`src/rtl/pc_sequencer.sv`:
```
// Fetch PC sequencer: sequential fetch, taken-branch redirect with a flush bubble window,
// and an optional misaligned-target trap compiled in when PC_SEQ_ALIGN_CHECK_EN is defined.
module pc_sequencer #(
  parameter logic [31:0] RESET_PC     = 32'h0000_0000,
  parameter int unsigned FLUSH_CYCLES = 2
) (
  input  logic        clk,
  input  logic        rst,
  input  logic        stall,
  input  logic        branch_valid,
  input  logic        branch_taken,
  input  logic [31:0] PC_branch,
  input  logic        trap_ack,
  output logic [31:0] PC_out,
  output logic        fetch_valid,
  output logic        flush,
  output logic        misalign_trap,
  output logic [31:0] trap_pc
);

  typedef enum logic [1:0] {
    RUN   = 2'd0,
    FLUSH = 2'd1,
    TRAP  = 2'd2
  } state_t;

  localparam logic [2:0] FLUSH_LOAD = 3'(FLUSH_CYCLES);

  state_t     state;
  logic [2:0] count;
  logic       taken;
  logic       to_trap;

  assign taken = branch_valid & branch_taken;

`ifdef PC_SEQ_ALIGN_CHECK_EN
  logic        trap_q;
  logic [31:0] trap_pc_q;

  assign to_trap = taken & (|PC_branch[1:0]);

  always_ff @(posedge clk or posedge rst) begin
    if (rst) begin
      trap_q    <= 1'b0;
      trap_pc_q <= '0;
    end else if (state == RUN && fetch_valid && to_trap) begin
      trap_q    <= 1'b1;
      trap_pc_q <= PC_branch;
    end else if (state == TRAP && trap_ack) begin
      trap_q    <= 1'b0;
    end
  end

  assign misalign_trap = trap_q;
  assign trap_pc       = trap_pc_q;
`else
  assign to_trap       = 1'b0;
  assign misalign_trap = 1'b0;
  assign trap_pc       = '0;
`endif

  always_ff @(posedge clk or posedge rst) begin
    if (rst) begin
      state       <= RUN;
      count       <= '0;
      PC_out      <= RESET_PC;
      fetch_valid <= 1'b0;
      flush       <= 1'b0;
    end else begin
      case (state)
        RUN: begin
          // RUN with fetch_valid low only occurs on the first edge after reset:
          // present RESET_PC as valid before advancing.
          if (!fetch_valid) begin
            fetch_valid <= 1'b1;
          end else if (to_trap) begin
            state       <= TRAP;
            fetch_valid <= 1'b0;
            flush       <= 1'b1;
          end else if (taken) begin
            PC_out      <= PC_branch;
            count       <= FLUSH_LOAD;
            state       <= FLUSH;
            fetch_valid <= 1'b0;
            flush       <= 1'b1;
          end else if (!stall) begin
            PC_out <= PC_out + 32'd4;
          end
        end
        FLUSH: begin
          count <= count - 3'd1;
          if (count <= 3'd1) begin
            state       <= RUN;
            fetch_valid <= 1'b1;
            flush       <= 1'b0;
          end
        end
        TRAP: begin
          if (trap_ack) begin
            PC_out <= RESET_PC;
            count  <= FLUSH_LOAD;
            state  <= FLUSH;
          end
        end
        default: begin
          state       <= RUN;
          fetch_valid <= 1'b0;
          flush       <= 1'b0;
        end
      endcase
    end
  end

endmodule

```
`config.mk`:
```
export PLATFORM = sky130hd
export DESIGN_NAME = pc_sequencer
export DESIGN_NICKNAME = d
export VERILOG_FILES = /design/src/rtl/pc_sequencer.sv
export SDC_FILE = /design/constraint.sdc
export NUM_CORES = 1
export LEC_CHECK = 0
export BUFFER_PORTS_ARGS = -buffer_cell sky130_fd_sc_hd__buf_2
export CAP_MARGIN = 0
export CORE_MARGIN = 3
export CORE_UTILIZATION = 35
export DETAILED_ROUTE_END_ITERATION = 7
export HOLD_SLACK_MARGIN = 0.15
export PLACE_DENSITY = 0.69
export SETUP_SLACK_MARGIN = 0.15
export SLEW_MARGIN = 20
export SYNTH_ARGS = -nofsm -noshare
export SYNTH_HDL_FRONTEND = slang
export SYNTH_SLANG_ARGS = --single-unit
```
`constraint.sdc`:
```
create_clock -name clk -period 4.25 [get_ports clk]
set_clock_uncertainty 0.15 [all_clocks]
set_input_delay 0 -clock clk [delete_from_list [all_inputs] [get_ports clk]]
set_output_delay 0 -clock clk [all_outputs]
set_load 0.03 [all_outputs]
```
==> results of run 1 <==
==> final cells by class <==
class / instances / area, µm² / share of cell area
multi-input combinational: 244 / 1350 / 0.400
sequential: 37 / 926 / 0.275
timing repair buffer: 117 / 813 / 0.241
tap: 96 / 120 / 0.0356
clock buffer: 5 / 68.8 / 0.0204
clock inverter: 3 / 65.1 / 0.0193
inverter: 8 / 30.0 / 0.00891
==> synthesized netlist by cell type, types with 2 or more instances <==
cell type	n	share of area
sky130_fd_sc_hd__dfrtp_1	37	0.37
sky130_fd_sc_hd__nand2_1	36	0.054
sky130_fd_sc_hd__a21oi_1	35	0.070
sky130_fd_sc_hd__buf_4	34	0.10
sky130_fd_sc_hd__nor2_1	23	0.035
sky130_fd_sc_hd__nand3_1	21	0.042
sky130_fd_sc_hd__o21ai_0	19	0.038
sky130_fd_sc_hd__clkbuf_1	12	0.018
sky130_fd_sc_hd__a2bb2oi_1	11	0.039
sky130_fd_sc_hd__o22ai_1	10	0.025
sky130_fd_sc_hd__inv_1	8	0.012
sky130_fd_sc_hd__nand4_1	8	0.020
sky130_fd_sc_hd__nor3_1	5	0.010
sky130_fd_sc_hd__and4_1	4	0.014
sky130_fd_sc_hd__and3_1	3	0.0075
sky130_fd_sc_hd__ha_1	3	0.015
sky130_fd_sc_hd__a22oi_1	2	0.0060
sky130_fd_sc_hd__buf_1	2	0.0030
sky130_fd_sc_hd__nand4_2	2	0.010
sky130_fd_sc_hd__nor3_2	2	0.0080
sky130_fd_sc_hd__o211a_1	2	0.0080
sky130_fd_sc_hd__o2bb2ai_1	2	0.0070
==> sequential cells by signal (all words and copies together) (netlist names) <==
signal / count
fetch_valid: 1
flush: 1
count: 3
PC_out: 32
==> cells by family (layout without fill, tap and decap cells) <==
family	Yosys count	after routing	share of synthesized area
AO/OA/AOI/OAI	93	93	0.232
XOR/XNOR	1	1	0.00351
adder cells (fa/ha/maj)	3	3	0.0150
buffers and inverters	58	133	0.139
flip-flops	37	37	0.371
other	1	33	0.00150
AND/OR/NAND/NOR	114	114	0.237
==> report_power, final <==
group	switching (mW)	internal [mW]
logic	0.739	0.404
registers	0.217	0.514
clock network	0.137	0.233
==> worst min-delay path: cells and delay by family <==
family	cells	cell delay, ns
AOI/OAI and AO/OA	3	0.40
buffers and inverters	1	0.10
and+or+nand+nor	1	0.05
==> path summary, 6_finish.rpt <==
| check | startpoint | to | cells after the start |
|---|---|---|---|
| max in group asynchronous | rst | PC_out[20] | 4 |
| worst min register to register | PC_out[1] | PC_out[1] | 2 |
| worst max register to register | PC_out[4] | PC_out[27] | 6 |
| worst max-delay path | PC_out[4] | PC_out[27] | 6 |
| worst min-delay path | stall | PC_out[10] | 5 |
| min in group asynchronous | rst | count[0] | 4 |
==> metal layers <==
layer | global-route usage | up-vias
met4 | 0.0421 | 0
met3 | 0.0317 | 7
met2 | 0.292 | 86
li1 | - | 1258
met1 | 0.226 | 1200
met5 | 0 | -
==> results.txt, run 1 <==
----------------------------------------------------
[Worst setup path]
  Critical path's slowest cell ... sky130_fd_sc_hd__and4_1
  Startpoint kind of the worst setup timing path ... flop
  Type of the worst setup path ... reg -> reg
  Reg2reg setup slack ... 1.59 ns
  CP max FO ... 15
  Arrival time of the worst setup path ... 2.75 ns
  WP buf/inv ... 1
  CP Cell Sequence ... and3_1, and4_1, nand4_2, a21oi_1, a2bb2oi_1, dlygate4sd3_1
  Worst path max stage delay ... 0.61 ns
  CP delay by family, top ... simple AND/OR/NAND/NOR gates
  WP data required ... 4.34 ns
  Category of the worst setup path capture point ... flop

[Global routing]
  Global-route wire length before repair ... 11.8 mm
  Antenna violations before repair ... 0
  Total GRT Usage ... 0.172
  Largest net degree at the start of global routing ... 43
  Remaining Overflow, GRT ... 0
  Via count of the first global-routing pass ... 2,374

[Drt]
  Met3 WL ... 389 µm
  Routed wire length on met2 ... 3.37 mm
  DRT Wirelength ... 6.98 mm
  Starting DRT DRC Count ... 153
  DR WL/cell ... 13.7 µm
  Met1 Routed Length ... 3.16 mm
  Final routed DRC violation total ... 0
  Overall via count from detail_route ... 2,551
  Vias per cell ... 5.00
  Length of the first detailed-routing pass in iterations ... 4
  Number of nets still failing antenna checks after routing ... 0
  Highest routed metal layer ... met4

[Cells and area]
  Layout cell share with drive strength beyond 1 ... 0.225
  Final std cells w/o fill ... 510
  Most frequent cells in the layout ... sky130_fd_sc_hd__buf_2, sky130_fd_sc_hd__dlygate4sd3_1, sky130_fd_sc_hd__dfrtp_1, sky130_fd_sc_hd__nand2_1, sky130_fd_sc_hd__a21oi_1
  Layout overhead on the synthesized area ... 35.1%
  Layout Nets ... 454
  Leading cell type in the layout, fill and taps excluded ... sky130_fd_sc_hd__buf_2
  Post-layout util ... 0.491
  Antenna cell count ... 0
  Fillcell total ... 673
  Cell area after layout ... 3370 µm²

[Floorplan]
  Die Ht ... 90.4 µm
  Full die area ... 8180 µm²
  Core area ... 6870 µm²
  # rows ... 30
  Effective utilization at floorplan ... 0.363
  Top-level port count ... 105
  Horizontal die dimension ... 90.4 µm

[Place]
  Worst setup slack before clock tree synthesis ... 1.91 ns
  Number of buffers added on ports ... 70
  Global placer's final weighted congestion ... 0.816
  Placed cell count ... 458
  Placed cell area ... 2800 µm²
  Detailed Place HPWL ... 4.70 mm

[Yosys]
  Top FF cell, synth ... sky130_fd_sc_hd__dfrtp_1
  Share of synthesized registers carrying an async set or reset ... 1.00
  Synthesized instance count ... 307
  Sequential cell area fraction in the yosys report ... 0.371
  Synthesized area per cell ... 8.13 µm²
  Count of yosys warnings during synthesis ... 0
  Count of state elements after synthesis ... 37
  Number of unique standard cell types used by synthesis ... 48
  Post-synth EDFFs ... 0
  Mapped Area ... 2490 µm²

[STA]
  Ratio of final minimum period to clock period ... 0.625
  Achievable frequency ... 0.376 GHz
  Number of endpoints with negative hold slack in the final report ... 0
  Setup TNS Final ... 0 ns
  Setup violation total in the final timing report ... 0
  Max-slew violation count ... 0
  Worst slack on hold paths ... 0.151 ns
  Worst setup slack after layout ... 1.59 ns
  Slew at the pin with the worst max-slew slack ... 0.950 ns
  Unrepaired setup endpoints after global routing ... false
  Slew Limit Headroom ... 0.367
  Final Critical Period ... 2.66 ns

[Clocking]
  Number of resized instances in the post-cts repair step ... 0
  Number of setup buffers added after CTS ... 0
  CTS tree ... done
  CTS root buffer ... sky130_fd_sc_hd__clkbuf_8
  Clock slew seen by the registers of the worst setup and hold paths ... 0.08 ns
  Buffer levels on the longest clock path ... 2
  Clock latency on the worst-skew pair ... 0.30 ns
  Total CTS buffers ... 5
  Count of hold buffers inserted by post-cts repair ... 44
  H-tree depth reported by CTS ... 2
  Number of sinks on the clock net ... 37

[Flow run]
  Max-cap viol count ... 0

[Power]
  Peak supply drop ... 0.000424 V
  Total Power ... 2.24 mW
  Pwr/cell area ... 666 nW/µm²
  Total leakage power ... 1.52 nW

[Worst hold path]
  Worst min-delay path category ... in -> reg

[Outcome]
  Result of the run ... complete, no violations

----------------------------------------------------
(Power assumes the default switching activity.)
==> run 2: changes to the inputs <==
- PLACE_DENSITY: 0.69 -> 0.71
- clock period: 4.25 -> 2.4 ns (I/O delays scaled with it)
==> run 2 against run 1 <==
  * Routed wire length is 2.1% higher
  * Flip-flop and latch count stayed put
  * Power is 74% higher
  * Global-route usage is 0.53 points higher
  * Sequential power is 78% higher
  * Sequential share of layout area is 0.26 points lower
  * Largest cell class unchanged
  * Count of clock-buffer cells in the layout is 1 higher
  * Die area stayed put
  * Design area is 1.1% higher
==> results.txt, run 2 (synthesis gave the netlist of run 1 again) <==
----------------------------------------------------
[Clocking]
  H-tree depth reported by CTS ... 2 (unchanged)
  Clock latency on the worst-skew pair ... 0.29 ns (about the same)
  Total CTS buffers ... 5 (unchanged)
  CTS tree ... done
  Clock slew seen by the registers of the worst setup and hold paths ... 0.08 ns (about the same)
  CTS root buffer ... sky130_fd_sc_hd__clkbuf_8
  Buffer levels on the longest clock path ... 2 (unchanged)
  Number of sinks on the clock net ... 37 (unchanged)

[STA]
  Final Critical Period ... 2.14 ns (-0.513 ns)
  Max-slew violation count ... 0 (unchanged)
  Slew at the pin with the worst max-slew slack ... 0.861 ns (-0.0881 ns)
  Unrepaired setup endpoints after global routing ... true
  Number of endpoints with negative hold slack in the final report ... 0 (unchanged)
  Setup violation total in the final timing report ... 0 (unchanged)
  Worst setup slack after layout ... 0.256 ns (-1.34 ns)
  Setup TNS Final ... 0 ns (unchanged)
  Achievable frequency ... 0.466 GHz (+24%)
  Slew Limit Headroom ... 0.426 (+0.0587)
  Ratio of final minimum period to clock period ... 0.893 (+0.268)

[Power]
  Cell internal pwr ... 1.97 mW (+71%)
  Clock network fraction of total power ... 0.146 (-0.019)
  Part of the total power dissipated in combinational logic ... 0.523 (+0.013)
  Switch share ... 0.497 (+0.0100)
  Sequential Power Share ... 0.331 (+0.005)
  Total Power ... 3.91 mW (+74%)
  Pwr/cell area ... 1150 nW/µm² (+73%)
  Total leakage power ... 1.55 nW (+2.1%)
  Peak supply drop ... 0.000693 V (+64%)
  Net load switching power ... 1.95 mW (+78%)

[Worst setup path]
  Startpoint kind of the worst setup timing path ... flop
  Type of the worst setup path ... reg -> reg
  Category of the worst setup path capture point ... flop
  CP max FO ... 7 (-8)
  Arrival time of the worst setup path ... 2.22 ns (-0.53 ns)
  WP data required ... 2.47 ns (-1.87 ns)

[Cells and area]
  Flip-flop count of the largest register after layout ... 32 (unchanged)
  Biggest register ... PC_out
  Antenna cell count ... 0 (unchanged)
  Fillcell total ... 686 (+1.9%)
  Layout cell share with drive strength beyond 1 ... 0.252 (+0.0271)
  Largest registers in the final layout ... PC_out: 32 flops, count: 3 flops
  Leading cell type in the layout, fill and taps excluded ... sky130_fd_sc_hd__buf_2
  Layout Nets ... 461 (+1.5%)
  Area used by sequential logic in the layout ... 927 µm² (+0.14%)
  Most frequent cells in the layout ... sky130_fd_sc_hd__buf_2, sky130_fd_sc_hd__dlygate4sd3_1, sky130_fd_sc_hd__dfrtp_1, sky130_fd_sc_hd__nand2_1, sky130_fd_sc_hd__a21oi_1
  Multi-input gate area in the final layout ... 1350 µm² (+0.19%)
  Layout overhead on the synthesized area ... 36.6%

[Drt]
  Length of the first detailed-routing pass in iterations ... 5 (+1)
  Overall via count from detail_route ... 2,602 (+2.0%)
  DR WL/cell ... 13.8 µm (+0.75%)
  Number of nets still failing antenna checks after routing ... 0 (unchanged)
  DRT Wirelength ... 7.12 mm (+2.1%)
  Vias per cell ... 5.03 (+0.62%)
  Starting DRT DRC Count ... 164 (+7.2%)
  Final routed DRC violation total ... 0 (unchanged)

[Flow run]
  Max-cap viol count ... 0 (unchanged)

[Place]
  Number of buffers added on ports ... 70 (unchanged)
  Worst setup slack before clock tree synthesis ... 0.267 ns (-1.65 ns)
  Detailed Place HPWL ... 4.94 mm (+5.1%)
  Global placer's final weighted congestion ... 0.795 (-2.5%)

[Global routing]
  Total GRT Usage ... 0.177 (+0.00528)
  Remaining Overflow, GRT ... 0 (unchanged)
  Antenna violations before repair ... 0 (unchanged)
  Largest net degree at the start of global routing ... 38 (-12%)
  Global-route wire length before repair ... 12.1 mm (+2.5%)
  Via count of the first global-routing pass ... 2,583 (+8.8%)

[Floorplan]
  Top-level port count ... 105 (unchanged)
  Effective utilization at floorplan ... 0.363 (unchanged)
  Die Ht ... 90.4 µm (unchanged)
  Full die area ... 8180 µm² (unchanged)
  # rows ... 30 (unchanged)
  Core area ... 6870 µm² (unchanged)
  Horizontal die dimension ... 90.4 µm (unchanged)

[Outcome]
  Result of the run ... complete, no violations

[Worst hold path]
  Worst min-delay path category ... in -> async

----------------------------------------------------
-- run 2: cell count changes in the layout (fill, tap and decap cells not counted), sizes merged --
cell	delta
clkinv	-1
dlygate4sd3	-4
clkinvlp	+1
clkbuf	+1
buf	+11
bufinv	-1
-- run 2: repair_timing --
action	4_1_cts	5_1_grt
hold endpoints to repair	70	0
gates resized for setup	0	3
buffers inserted	0	3
hold buffers	40	0
endpoints found under the setup margin	0	3
-- run 2: power by group through the flow --
| stage | combinational [mW] | clock (mW) | sequential (mW) |
|---|---|---|---|
| 6_report | 2.05 | 0.572 | 1.30 |
| 3_5_place_dp | 1.91 | 0 | 1.30 |
| 2_1_floorplan | 0.896 | 0 | 1.75 |
| 5_1_grt | 2.23 | 0.614 | 1.35 |
| 4_1_cts | 2.03 | 0.588 | 1.29 |
| 3_3_place_gp | 1.88 | 0 | 1.28 |
-- run 2: layout make-up --
class,instances,area share
clock buffer,6,0.0242
clock inverter,2,0.0110
inverter,8,0.00881
multi-input combinational,244,0.396
sequential,37,0.272
tap,96,0.0353
timing repair buffer,124,0.252
-- run 2: worst paths after layout --
path | from | to | slack [ns] | cells past startpoint
worst max register to register | PC_out[2] | PC_out[22] | 0.26 | 8
worst max-delay path | PC_out[2] | PC_out[22] | 0.26 | 8
min in group clk | branch_taken | PC_out[9] | 0.25 | 4
worst min-delay path | rst | count[1] | 0.21 | 4
worst min register to register | PC_out[1] | PC_out[1] | 0.33 | 2
max in group asynchronous | rst | PC_out[2] | 1.53 | 4
-- run 2: metrics by stage --
stage / cells / instance area, µm² / hold slack [ns] / utilization
after floorplan: 339 / 2620 / -0.0446 / -
after global routing: 517 / 3410 / 0.282 / 0.496
after CTS: 514 / 3380 / 0.230 / 0.492
after detailed placement: 466 / 2860 / -0.000635 / 0.416
after global placement: 466 / 2860 / 0.000907 / 0.416
final: 517 / 3410 / 0.208 / 0.496
-- run 2: metal layers --
metal / GRT usage / wire length [µm]
met5: 0 / 0
met4: 0.0421 / 59
met3: 0.0325 / 385
met2: 0.312 / 3540
met1: 0.224 / 3140
-- run 2: worst max-delay path, stage by stage, from the launching register on --
cell and delay [ns]:
sky130_fd_sc_hd__dfrtp_2 0.42, sky130_fd_sc_hd__ha_2 0.23, sky130_fd_sc_hd__nand4_1 0.14, sky130_fd_sc_hd__buf_4 0.18, sky130_fd_sc_hd__nor4_4 0.35, sky130_fd_sc_hd__buf_4 0.19, sky130_fd_sc_hd__nand3_1 0.09, sky130_fd_sc_hd__a21oi_1 0.17
sky130_fd_sc_hd__a2bb2oi_1 0.16
==> run 3: changes to the inputs <==
- PLACE_DENSITY: 0.71 -> 0.69
- clock period: 2.4 -> 2 ns (I/O delays scaled with it)
==> run 3 against run 2 <==
  * Register-to-register slack worse by 0.11 ns
  * Worst setup slack worse by 0.11 ns
  * First-iteration DRC count is 20% lower
  * Critical path depth is 2 lower
  * Sequential power is 18% higher
  * Design area is 4.6% higher
  * Highest routed layer unchanged
==> results.txt, run 3 (synthesis gave the netlist of run 1 again) <==
----------------------------------------------------
[Floorplan]
  Effective utilization at floorplan ... 0.363 (unchanged)
  Full die area ... 8180 µm² (unchanged)
  Core area ... 6870 µm² (unchanged)
  # rows ... 30 (unchanged)
  Die Ht ... 90.4 µm (unchanged)
  Top-level port count ... 105 (unchanged)
  Horizontal die dimension ... 90.4 µm (unchanged)

[Worst setup path]
  Category of the worst setup path capture point ... flop
  CP max FO ... 6 (-1)
  Arrival time of the worst setup path ... 1.89 ns (-0.33 ns)
  Reg2reg setup slack ... 0.14 ns (-0.11 ns)
  Crit path to ... PC_out[26]
  WP data required ... 2.03 ns (-0.44 ns)
  Endpoint of the lowest-slack register-to-register path ... PC_out[26]
  Worst reg2reg path depth ... 6 (-2)
  Source of the critical timing path ... PC_out[3]
  Startpoint of the worst register-to-register path ... PC_out[3]
  Type of the worst setup path ... reg -> reg
  Startpoint kind of the worst setup timing path ... flop

[Place]
  Number of buffers added on ports ... 70 (unchanged)
  Placed cell count ... 476 (+2.1%)
  Detailed Place HPWL ... 5.09 mm (+3.0%)
  Global placer's final weighted congestion ... 0.787 (-1.1%)
  Worst setup slack before clock tree synthesis ... 0.0634 ns (-0.203 ns)

[Drt]
  DR WL/cell ... 14.2 µm (+3.0%)
  Vias per cell ... 5.09 (+1.1%)
  DRT Wirelength ... 7.52 mm (+5.6%)
  Number of nets still failing antenna checks after routing ... 0 (unchanged)
  Length of the first detailed-routing pass in iterations ... 4 (-1)
  Starting DRT DRC Count ... 132 (-20%)
  Final routed DRC violation total ... 0 (unchanged)
  Overall via count from detail_route ... 2,698 (+3.7%)

[Global routing]
  Total GRT Usage ... 0.182 (+0.00488)
  Via count of the first global-routing pass ... 2,588 (+0.19%)
  Remaining Overflow, GRT ... 0 (unchanged)
  Global-route wire length before repair ... 12.4 mm (+2.6%)
  Antenna violations before repair ... 0 (unchanged)
  Largest net degree at the start of global routing ... 57 (+50%)

[Clocking]
  Clock latency on the worst-skew pair ... 0.29 ns (about the same)
  Number of sinks on the clock net ... 37 (unchanged)
  CTS tree ... done
  Total CTS buffers ... 5 (unchanged)
  Buffer levels on the longest clock path ... 2 (unchanged)
  Clock slew seen by the registers of the worst setup and hold paths ... 0.08 ns (about the same)
  H-tree depth reported by CTS ... 2 (unchanged)
  CTS root buffer ... sky130_fd_sc_hd__clkbuf_8

[STA]
  Ratio of final minimum period to clock period ... 0.929 (+0.0356)
  Unrepaired setup endpoints after global routing ... true
  Final Critical Period ... 1.86 ns (-0.286 ns)
  Max-slew violation count ... 0 (unchanged)
  Slew Limit Headroom ... 0.620 (+0.195)
  Achievable frequency ... 0.538 GHz (+15%)
  Worst slack on hold paths ... 0.207 ns (-0.000729 ns)
  Setup violation total in the final timing report ... 0 (unchanged)
  Number of endpoints with negative hold slack in the final report ... 0 (unchanged)
  Slew at the pin with the worst max-slew slack ... 0.569 ns (-0.292 ns)
  Worst setup slack after layout ... 0.142 ns (-0.114 ns)

[Power]
  Total Power ... 4.90 mW (+25%)
  Total leakage power ... 1.63 nW (+5.2%)
  Pwr/cell area ... 1370 nW/µm² (+20%)
  Peak supply drop ... 0.000980 V (+41%)

[Worst hold path]
  Worst min-delay path category ... in -> async

[Outcome]
  Result of the run ... complete, no violations

[Cells and area]
  Final std cells w/o fill ... 530 (+2.5%)
  Layout overhead on the synthesized area ... 42.9%
  Leading cell type in the layout, fill and taps excluded ... sky130_fd_sc_hd__buf_2
  Antenna cell count ... 0 (unchanged)
  Layout Nets ... 474 (+2.8%)
  Most frequent cells in the layout ... sky130_fd_sc_hd__buf_2, sky130_fd_sc_hd__nand2_1, sky130_fd_sc_hd__a21oi_1, sky130_fd_sc_hd__dlygate4sd3_1, sky130_fd_sc_hd__conb_1
  Layout cell share with drive strength beyond 1 ... 0.329 (+0.0777)
  Biggest register ... PC_out
  Flip-flop count of the largest register after layout ... 32 (unchanged)
  Largest registers in the final layout ... PC_out: 32 flops, count: 3 flops

[Flow run]
  Max-cap viol count ... 0 (unchanged)

----------------------------------------------------
run 3: cell types whose count changed in the layout (fill, tap and decap cells not counted), sizes merged:
cell	previous run	this run
buf	84	103
bufinv	1	0
clkbuf	6	7
clkinv	0	1
clkinvlp	1	0
dlygate4sd3	40	34
run 3: worst max-delay path, stage by stage (launching register included):
cell	delay [ns]
sky130_fd_sc_hd__dfrtp_2	0.39
sky130_fd_sc_hd__ha_4	0.13
sky130_fd_sc_hd__nand4_1	0.11
sky130_fd_sc_hd__or4_4	0.47
sky130_fd_sc_hd__nor2_2	0.18
sky130_fd_sc_hd__nand4_1	0.15
sky130_fd_sc_hd__o211a_1	0.15
run 3: cell type report:
| cell class | count | area (µm²) |
|---|---|---|
| inverter | 8 | 30.0 |
| multi-input combinational | 244 | 1410 |
| fill | 662 | 3300 |
| tap | 96 | 120 |
| sequential | 37 | 943 |
| clock buffer | 7 | 96.3 |
| timing repair buffer | 137 | 963 |
| clock inverter | 1 | 5.00 |
run 3: through the flow:
stage / utilization / area (µm²) / setup TNS [ns]
floorplan: - / 2660 / -0.0529
global placement: 0.437 / 3000 / 0
detailed placement: 0.437 / 3000 / 0
CTS: 0.505 / 3470 / 0
global route: 0.519 / 3560 / 0
finish: 0.519 / 3560 / 0
run 3: timing repair:
action,CTS,global route
setup endpoints to repair,14,13
gates resized for setup,4,4
endpoints found under the hold margin,70,0
pin swaps,4,6
hold buffers,34,0
setup buffers,2,10
run 3: routing by layer:
layer	global-route usage	up-vias	wire [µm]
li1	-	1295	-
met1	0.224	1299	3190
met2	0.328	99	3900
met3	0.0383	5	405
met4	0.0370	0	28
met5	0	-	0
run 3: report_power, final:
group	total [mW]	switching (mW)	internal, mW
clock network	0.595	0.283	0.312
registers	1.53	0.413	1.12
logic	2.77	1.76	1.01
total	4.90	2.45	2.44
run 3: how the worst min path moves through the flow:
stage                  from         end  slack, ns  cells after the start
6_report                rst   PC_out[3]       0.21                      4
3_3_place_gp            rst  PC_out[10]      0.006                      3
2_1_floorplan  PC_branch[0]   PC_out[0]      -0.04                      2
3_5_place_dp            rst  PC_out[10]      0.003                      3
4_1_cts        branch_taken  PC_out[19]       0.22                      5
5_1_grt                 rst   PC_out[4]       0.28                      4
